<file path="src/rtl/pipe_ctrl.sv">
// pipe_ctrl: pipeline control unit producing the update codes of the F/D, D/E
// and E/W pipeline registers and the PC enable. It resolves multi-cycle execute
// stalls, D/E read-after-write stalls, redirect flushes and the stop/halt
// sequence.
//
// Optional feature: define PIPE_CTRL_PERF_EN to build the saturating
// stall_cycles / flush_count performance counters. When it is undefined both
// outputs are tied to zero and no counter flops exist. Control behaviour is the
// same in both builds.
//
// The update codes and pc_en are Mealy outputs. They are produced
// combinationally from the state and the inputs, and the pipeline registers
// consume them on the same edge.

module pipe_ctrl (
    input  logic        clk,
    input  logic        rst,
    input  logic [5:0]  d_rs,
    input  logic [5:0]  d_rt,
    input  logic        d_uses_s,
    input  logic        d_uses_t,
    input  logic [1:0]  de_rw,
    input  logic [4:0]  de_rd,
    input  logic [4:0]  de_wait_time,
    input  logic        de_stop,
    input  logic        e_redirect,
    input  logic        resume,
    output logic [1:0]  fd_update,
    output logic [1:0]  de_update,
    output logic [1:0]  ew_update,
    output logic        pc_en,
    output logic        halted,
    output logic [31:0] stall_cycles,
    output logic [31:0] flush_count
);

    localparam int unsigned ECNT_W = 5;
    localparam int unsigned CNT_W  = 32;

    localparam logic [1:0] UPD_HOLD    = 2'b00;
    localparam logic [1:0] UPD_ADVANCE = 2'b01;
    localparam logic [1:0] UPD_FLUSH   = 2'b10;

    typedef enum logic {
        S_RUN  = 1'b0,
        S_HALT = 1'b1
    } state_t;

    state_t              state_q, state_d;
    logic [ECNT_W-1:0]   ecnt_q, ecnt_d;

    logic [ECNT_W-1:0]   wait_eff;
    logic                done;
    logic                raw_s;
    logic                raw_t;
    logic                raw;
    logic                stop_done;
    logic                redirect_done;

    // E-stage completion: a wait time of 0 behaves like 1; compare in 6 bits
    // so that ecnt+1 cannot wrap.
    always_comb begin
        wait_eff = (de_wait_time == '0) ? ECNT_W'(1) : de_wait_time;
        done     = ((6'({1'b0, ecnt_q}) + 6'd1) >= 6'({1'b0, wait_eff}));
    end

    // D/E read-after-write detection; file select and index must both match,
    // and register 0 gets no exemption.
    always_comb begin
        raw_s = d_uses_s && (de_rw[1] == d_rs[5]) && (de_rd == d_rs[4:0]);
        raw_t = d_uses_t && (de_rw[1] == d_rt[5]) && (de_rd == d_rt[4:0]);
        raw   = (de_rw != 2'b00) && (raw_s || raw_t);
    end

    // Stop and redirect only take effect once the E instruction has completed.
    always_comb begin
        stop_done     = done && de_stop;
        redirect_done = done && e_redirect;
    end

    // State and E-cycle counter registers.
    always_ff @(posedge clk or posedge rst) begin
        if (rst) begin
            state_q <= S_RUN;
            ecnt_q  <= '0;
        end else begin
            state_q <= state_d;
            ecnt_q  <= ecnt_d;
        end
    end

    // Next-state and Mealy update/pc_en decode; reset forces a full flush.
    always_comb begin
        state_d   = state_q;
        ecnt_d    = ecnt_q;
        fd_update = UPD_HOLD;
        de_update = UPD_HOLD;
        ew_update = UPD_HOLD;
        pc_en     = 1'b0;

        if (rst) begin
            fd_update = UPD_FLUSH;
            de_update = UPD_FLUSH;
            ew_update = UPD_FLUSH;
        end else begin
            unique case (state_q)
                S_RUN: begin
                    if (stop_done) begin
                        // Let the stop retire, squash younger slots, then halt.
                        fd_update = UPD_FLUSH;
                        de_update = UPD_FLUSH;
                        ew_update = UPD_ADVANCE;
                        ecnt_d    = '0;
                        state_d   = S_HALT;
                    end else if (redirect_done) begin
                        // Squash the two wrong-path slots and load the new PC.
                        fd_update = UPD_FLUSH;
                        de_update = UPD_FLUSH;
                        ew_update = UPD_ADVANCE;
                        pc_en     = 1'b1;
                        ecnt_d    = '0;
                    end else if (!done) begin
                        // Multi-cycle E: freeze the front, keep E/W bubbled.
                        ew_update = UPD_FLUSH;
                        ecnt_d    = ecnt_q + ECNT_W'(1);
                    end else if (raw) begin
                        // Hold D, send a bubble into E while the producer retires.
                        de_update = UPD_FLUSH;
                        ew_update = UPD_ADVANCE;
                        ecnt_d    = '0;
                    end else begin
                        fd_update = UPD_ADVANCE;
                        de_update = UPD_ADVANCE;
                        ew_update = UPD_ADVANCE;
                        pc_en     = 1'b1;
                        ecnt_d    = '0;
                    end
                end
                S_HALT: begin
                    if (resume) begin
                        state_d = S_RUN;
                        ecnt_d  = '0;
                    end
                end
                default: begin
                    state_d = S_RUN;
                    ecnt_d  = '0;
                end
            endcase
        end
    end

    // The halt flag is taken directly from the state register.
    always_comb begin
        halted = (state_q == S_HALT);
    end

`ifdef PIPE_CTRL_PERF_EN
    logic [CNT_W-1:0] stall_q;
    logic [CNT_W-1:0] flush_q;
    logic             stall_inc;
    logic             flush_inc;

    // Stall cycles are RUN cycles without a PC load, excluding the stop cycle.
    always_comb begin
        stall_inc = (state_q == S_RUN) && !pc_en && !stop_done;
        flush_inc = (state_q == S_RUN) && redirect_done && !stop_done;
    end

    // Saturating performance counters.
    always_ff @(posedge clk or posedge rst) begin
        if (rst) begin
            stall_q <= '0;
            flush_q <= '0;
        end else begin
            if (stall_inc && (stall_q != {CNT_W{1'b1}})) begin
                stall_q <= stall_q + CNT_W'(1);
            end
            if (flush_inc && (flush_q != {CNT_W{1'b1}})) begin
                flush_q <= flush_q + CNT_W'(1);
            end
        end
    end

    assign stall_cycles = stall_q;
    assign flush_count  = flush_q;
`else
    assign stall_cycles = '0;
    assign flush_count  = '0;
`endif

endmodule

</file>
<file path="config.mk">
export PLATFORM = sky130hd
export DESIGN_NAME = pipe_ctrl
export DESIGN_NICKNAME = d
export VERILOG_FILES = /design/src/rtl/pipe_ctrl.sv
export SDC_FILE = /design/constraint.sdc
export NUM_CORES = 1
export LEC_CHECK = 0
export CAP_MARGIN = 20
export CELL_PAD_IN_SITES_DETAIL_PLACEMENT = 0
export CELL_PAD_IN_SITES_GLOBAL_PLACEMENT = 1
export CORE_MARGIN = 2
export CORE_UTILIZATION = 22
export CTS_BUF_LIST = sky130_fd_sc_hd__clkbuf_2 sky130_fd_sc_hd__clkbuf_4 sky130_fd_sc_hd__clkbuf_8
export CTS_CLUSTER_DIAMETER = 80
export DETAILED_ROUTE_END_ITERATION = 10
export PLACE_DENSITY = 0.9
export SLEW_MARGIN = 15
export SYNTH_ARGS = -nofsm -noshare
export SYNTH_HDL_FRONTEND = slang
export SYNTH_SLANG_ARGS = --single-unit
</file>
<file path="constraint.sdc">
create_clock -name clk -period 4.1 [get_ports clk]
set_input_delay 1.23 -clock clk [delete_from_list [all_inputs] [get_ports clk]]
set_output_delay 1.23 -clock clk [all_outputs]
set_load 0.005 [all_outputs]
</file>
==> results of run 1 <==
cell usage after synthesis, types with 2 or more instances:
cell type   n
clkbuf_1    2
inv_1       9
o31ai_1     3
dfrtp_1     6
nor3_1      4
nand4_1     2
xnor2_1    14
ha_1        6
nor2_1      4
o21ai_0     4
a21o_1      2
nand2_1     5
a21oi_1     5
nand3_1     4
or2_2       2
buf_4      65
how the worst min path moves through the flow:
stage / start / endpoint / slack, ns / cells after the start
after CTS: ecnt_q[4] / ecnt_q[4] / 0.57 / 2
after detailed placement: ecnt_q[4] / ecnt_q[4] / 0.56 / 2
after global placement: ecnt_q[4] / ecnt_q[4] / 0.56 / 2
after floorplan: ecnt_q[4] / ecnt_q[4] / 0.53 / 2
final: ecnt_q[4] / ecnt_q[4] / 0.57 / 2
after global routing: ecnt_q[4] / ecnt_q[4] / 0.61 / 2
critical path: stages:
cell and delay, ns:
clkdlybuf4s15_1 0.16, a41o_1 0.20, ha_1 0.27, nand2b_4 0.15, a21oi_4 0.14, nor2_4 0.07
buf_4 0.14, or2_4 0.23, o21ai_2 0.11, buf_2 0.13
state kept, by name, indices dropped and copies added, names as in the netlist:
name    count
ecnt_q      5
halted      1
cell type report:
type / count / area, um2
Sequential cell: 6 / 150.1
Clock buffer: 3 / 41.29
Tap cell: 72 / 90.09
Timing Repair Buffer: 64 / 536.8
Fill cell: 576 / 3724
Inverter: 9 / 33.78
Multi-Input combinational cell: 134 / 863.3
per-layer routing:
layer	share of wire, %	wire (um)	vias up
met1	34	952	466
li1	-	-	503
met3	7.9	219	7
met2	55	1529	49
met4	3.1	87	0
met5	0	0	-
power groups by stage:
stage	combinational, uW	sequential (uW)	clock [uW]
3_3_place_gp	384	131	0
5_1_grt	739	141	95.4
3_5_place_dp	389	133	0
4_1_cts	613	136	90.0
2_1_floorplan	291	120	0
6_report	684	135	88.6
cell families after synthesis:
family          Yosys count  synth area share [%]
compound gates           22                 14.71
xor+xnor                 15                 10.73
fa+ha+maj                 6                 6.129
buf+inv                  76                 43.21
flops                     6                 12.26
mux                       1                0.9192
other cells               1                0.3061
simple gates             26                 11.75
cells in the final DEF (no fill, tap or decap), types with 4 or more instances in the layout:
cell type        count
conb_1              64
clkdlybuf4s50_1     26
buf_4               25
xnor2_1             14
inv_1                8
ha_1                 6
dfrtp_1              6
buf_2                6
nand2_1              5
nand3_1              4
nor3_1               4
a21oi_1              4
through the flow:
stage / area [um2] / setup TNS, ns / worst slack, ns
final: 1715 / 0 / 0.05130
after global routing: 1715 / -0.02722 / -0.01385
after CTS: 1703 / 0 / 0.009449
after detailed placement: 1511 / -5.112 / -0.8582
after global placement: 1511 / -5.139 / -0.8434
after floorplan: 1461 / 0 / 0.1263
timing repair:
item,CTS,global route
gates resized for setup,50,11
setup buffers,19,0
pin swaps,11,6
setup endpoints to repair,7,7
==> results.sh, run 1 <==
export IMPL_first_pass_iters=4
export IMPL_core_area_um2=5439
export IMPL_yosysTopAreaCellShare_pct=39.84
export IMPL_yosys_register_bits=6
export IMPL_crit_path_end="ew_update[1]"
export IMPL_ys_flop_type="dfrtp_1"
export IMPL_post_route_period_util_pct=98.75
export IMPL_hold_viol_final=0
export IMPL_ctsHtreeMaxLevel=1
export IMPL_worstPathMaxFanout=3
export IMPL_viasPerCell=3.559
export IMPL_dieArea_um2=6180
export IMPL_fmax_mhz=247.0
export IMPL_ant_nets=0
export IMPL_netlist_area_um2=1225
export IMPL_start_util_pct=22.52
export IMPL_yosys_warnings=0
export IMPL_reg2reg_from="ecnt_q[0]"
export IMPL_layout_cells_non_filler=288
export IMPL_internal_power_uw=546.4
export IMPL_cts_reportedPaths_clkPinSlew_ns=0.03
export IMPL_gr_total_overflow=0
export IMPL_p_per_area_nw_per_um2=528.9
export IMPL_synth_area_per_cell_um2=8.006
export IMPL_pwr_share_seq_pct=14.9
export IMPL_detail_route_iter0_violations=17
export IMPL_p_switching_uw=360.8
export IMPL_clock_power_share_pct=9.8
export IMPL_syn_inst=153
export IMPL_fp_dieH_um=78.62
export IMPL_areaGrowthSynthToFinish_pct=40.04
export IMPL_post_dp_hpwl_um=2120
export IMPL_path_class="in2out"
export IMPL_cts_root_buffer="clkbuf_8"
export IMPL_wire_per_inst_um=9.684
export IMPL_num_rows=27
export IMPL_gp_congestion=0.7619
export IMPL_rrSetupSlack_ns=0.46
export IMPL_vias=1025
export IMPL_required_ns=2.87
export IMPL_met1_usage_pct=8.235
export IMPL_ys_types=32
export IMPL_maxSlewViolCount=0
export IMPL_layout_drive_gt1_share_pct=26.85
export IMPL_met3_usage_pct=1.954
export IMPL_irDropWorstVdd_uv=164.6
export IMPL_grt_max_degree=11
export IMPL_setup_viol=0
export IMPL_port_buffers=38
export IMPL_clock_path_buffers=2
export IMPL_antenna_diode_count=0
export IMPL_endpoint_kind="output pin"
export IMPL_timing_final_crit_period_ns=4.049
export IMPL_skew_ns=0.002229
export IMPL_cts_tree="done"
export IMPL_grt_pass1_vias=952
export IMPL_clock_sinks=6
export IMPL_cts_buffers=3
export IMPL_antenna_found_initial=0
export IMPL_status="complete, no violations"
export IMPL_postLayoutCoreUtil_pct=31.54
export IMPL_grt_use_total_pct=8.667
export IMPL_p_comb_share_pct=75.4
export IMPL_pin_count=103
export IMPL_async_reset_ff_share_pct=100.0
export IMPL_crit_path_start="de_wait_time[0]"
export IMPL_timing_rr_end="halted"
export IMPL_drcViolationCount=0
export IMPL_nets=255
export IMPL_use_met2_pct=16.58
export IMPL_p_leak_uw=0.0008398
export IMPL_busiest_layer="met2"
export IMPL_dieWidth_um=78.62
export IMPL_switching_share_pct=39.77
export IMPL_totalWireLength_um=2789
export IMPL_worstRegToRegCells=22
export IMPL_seq_area_frac_synth_pct=12.26
export IMPL_arrival_ns=2.82
export IMPL_p_total_uw=907.2
export IMPL_crit_path_start_kind="primary input"
export IMPL_holdBufCountCts=0
export IMPL_dp_cells=269
export IMPL_hold_path_class="reg2reg"
export IMPL_clk_insertion_delay_late_ns=0.22
export IMPL_grt_pass1_wl_um=4146
export IMPL_whs_ns=0.5667
export IMPL_ys_top_cells_by_area="buf_4 40%, dfrtp_1 12%, xnor2_1 10%, ha_1 6.1%, inv_1 2.8%"
export IMPL_maxCapViolCount=0
export IMPL_synth_area_leader_cell="buf_4"
export IMPL_synth_edff_count=0
No activity file was read; power rests on OpenSTA's default activity.
==> inputs of run 2 (changes only) <==
Settings changed: CORE_MARGIN 2 to 1, CORE_UTILIZATION 22 to 23, PLACE_DENSITY 0.9 to 0.93.
Clock period 4.1 ns to 4.77 ns, I/O delays scaled along.
==> run 2 against run 1 <==
Effect of this change: largest cell class unchanged; clock power fell by 11%; utilization fell by 0.43 points; final area down 7.4%.
==> results.sh, run 2 (synthesis gave the netlist of run 1 again) <==
export IMPL_placed_area_um2=1501
export IMPL_dieWidth_um=74.98
export IMPL_grt_pass1_vias=855
export IMPL_ctsHtreeMaxLevel=1
export IMPL_grt_use_total_pct=8.966
export IMPL_cp_slowest_cell="ha_1"
export IMPL_arrival_ns=3.13
export IMPL_dieArea_um2=5621
export IMPL_clock_sinks=6
export IMPL_maxSlewViolCount=0
export IMPL_num_rows=26
export IMPL_pin_count=103
export IMPL_crit_path_start_kind="primary input"
export IMPL_clk_insertion_delay_late_ns=0.23
export IMPL_required_ns=3.34
export IMPL_slowest_delay_ns=0.27
export IMPL_final_cell_area_um2=1589
export IMPL_vias=955
export IMPL_grt_max_degree=11
export IMPL_gp_congestion=0.7947
export IMPL_worstPathMaxFanout=3
export IMPL_cts_buffers=3
export IMPL_crit_buf_inv=4
export IMPL_path_class="in2out"
export IMPL_gr_total_overflow=0
export IMPL_wire_per_inst_um=8.722
export IMPL_fp_dieH_um=74.98
export IMPL_grt_setup_unrepaired="false"
export IMPL_totalWireLength_um=2355
export IMPL_status="complete, no violations"
export IMPL_internal_power_uw=342.2
export IMPL_crit_family="buffers and inverters"
export IMPL_setup_viol=0
export IMPL_p_per_area_nw_per_um2=373.9
export IMPL_fmax_mhz=219.1
export IMPL_largest_register_ffs=5
export IMPL_dp_cells=266
export IMPL_first_pass_iters=4
export IMPL_p_comb_share_pct=67.5
export IMPL_port_buffers=38
export IMPL_clock_power_share_pct=13.2
export IMPL_most_common_layout_cells="64 x conb_1, 26 x clkdlybuf4s50_1, 14 x xnor2_1"
export IMPL_switching_share_pct=42.40
export IMPL_cts_root_buffer="clkbuf_8"
export IMPL_hold_viol_final=0
export IMPL_clock_path_buffers=2
export IMPL_irDropWorstVdd_uv=137.7
export IMPL_skew_ns=0.003018
export IMPL_p_leak_uw=0.0007683
export IMPL_holdBufCountCts=0
export IMPL_maxCapViolCount=0
export IMPL_hold_path_class="reg2reg"
export IMPL_post_dp_hpwl_um=1999
export IMPL_pwr_share_seq_pct=19.3
export IMPL_post_route_period_util_pct=95.66
export IMPL_p_switching_uw=251.9
export IMPL_areaGrowthSynthToFinish_pct=29.72
export IMPL_viasPerCell=3.537
export IMPL_endpoint_kind="output pin"
export IMPL_cts_tree="done"
export IMPL_layout_cells_most_common="conb_1"
export IMPL_grt_pass1_wl_um=3698
export IMPL_antenna_diode_count=0
export IMPL_cp_cell_sequence="dlygate4sd2_1, inv_1, a41o_1, ha_1, nand2b_4, a21oi_4, nor2_4, buf_4, or2_4, o21ai_2, buf_2"
export IMPL_cts_reportedPaths_clkPinSlew_ns=0.04
export IMPL_drcViolationCount=0
export IMPL_layout_drive_gt1_share_pct=17.50
export IMPL_top_register="ecnt_q"
export IMPL_detail_route_iter0_violations=31
export IMPL_nets=239
export IMPL_antenna_found_initial=0
export IMPL_ant_nets=0
export IMPL_layout_cells_non_filler=270
export IMPL_core_area_um2=5107
export IMPL_timing_final_crit_period_ns=4.563
export IMPL_start_util_pct=23.98
[run 2: what timing repair did]
action / in CTS / in global routing
endpoints found under the setup margin: 7 / 7
pin swaps: 7 / 5
setup buffers: 1 / 0
gates resized for setup: 33 / 10
[run 2: power groups by stage]
stage	logic, uW	registers, uW	clock network, uW
after floorplan	251	103	0
final	401	115	78.6
after CTS	366	114	79.5
after detailed placement	345	114	0
after global placement	338	113	0
after global routing	448	121	84.1
[run 2: per-layer routing]
metal	global-route usage, %	part of all wire (%)	vias to the layer above
li1	-	-	474
met1	11.07	41	421
met2	13.31	50	58
met3	3.481	7.8	2
met4	5.031	1.1	0
met5	0	0	-
[run 2: metrics by stage]
stage / TNS (ns) / setup slack, ns / utilization, % / hold slack [ns] / total power (uW)
after global routing: 0 / 0.09721 / 31.11 / 0.6206 / 653.2
after global placement: -3.502 / -0.6129 / 29.40 / 0.5520 / 450.4
after detailed placement: -3.335 / -0.5694 / 29.40 / 0.5686 / 459.3
after CTS: 0 / 0.01093 / 30.50 / 0.5772 / 559.1
final: 0 / 0.2069 / 31.11 / 0.5790 / 594.1
after floorplan: 0 / 0.3943 / - / 0.5276 / 353.7
[run 2: final timing paths]
check                      depth (start not counted)      endpoint             from  slack, ns
setup reg to reg                                   9     ecnt_q[2]        ecnt_q[0]       2.40
min in group asynchronous                          3     ecnt_q[1]              rst       1.69
max in group asynchronous                          3     ecnt_q[4]              rst       2.82
hold reg to reg                                    2     ecnt_q[4]        ecnt_q[4]       0.58
setup / recovery                                  11  ew_update[1]  de_wait_time[3]       0.21
hold / removal                                     2     ecnt_q[4]        ecnt_q[4]       0.58
[run 2: cell type report]
type | count | area, um2
clock buffers | 3 | 41.29
fillers | 548 | 3518
inverters | 9 | 33.78
multi-input cells | 134 | 842.1
flip-flops and latches | 6 | 150.1
well taps | 70 | 87.58
repair buffers | 48 | 434.2
[run 2: worst reg2reg max path: stages, from the launching register on]
cell     delay (ns)
dfrtp_1        0.43
ha_1           0.25
nand3_1        0.15
xnor2_1        0.17
ha_1           0.30
a21oi_2        0.20
o21ai_4        0.12
or2_4          0.27
buf_4          0.14
o31ai_1        0.22
==> inputs of run 3 (changes only) <==
Settings changed: GPL_TIMING_DRIVEN set to 1.
==> results of run 3 <==
Same layout as run 2: the final DEF is identical, and so are final timing and power.
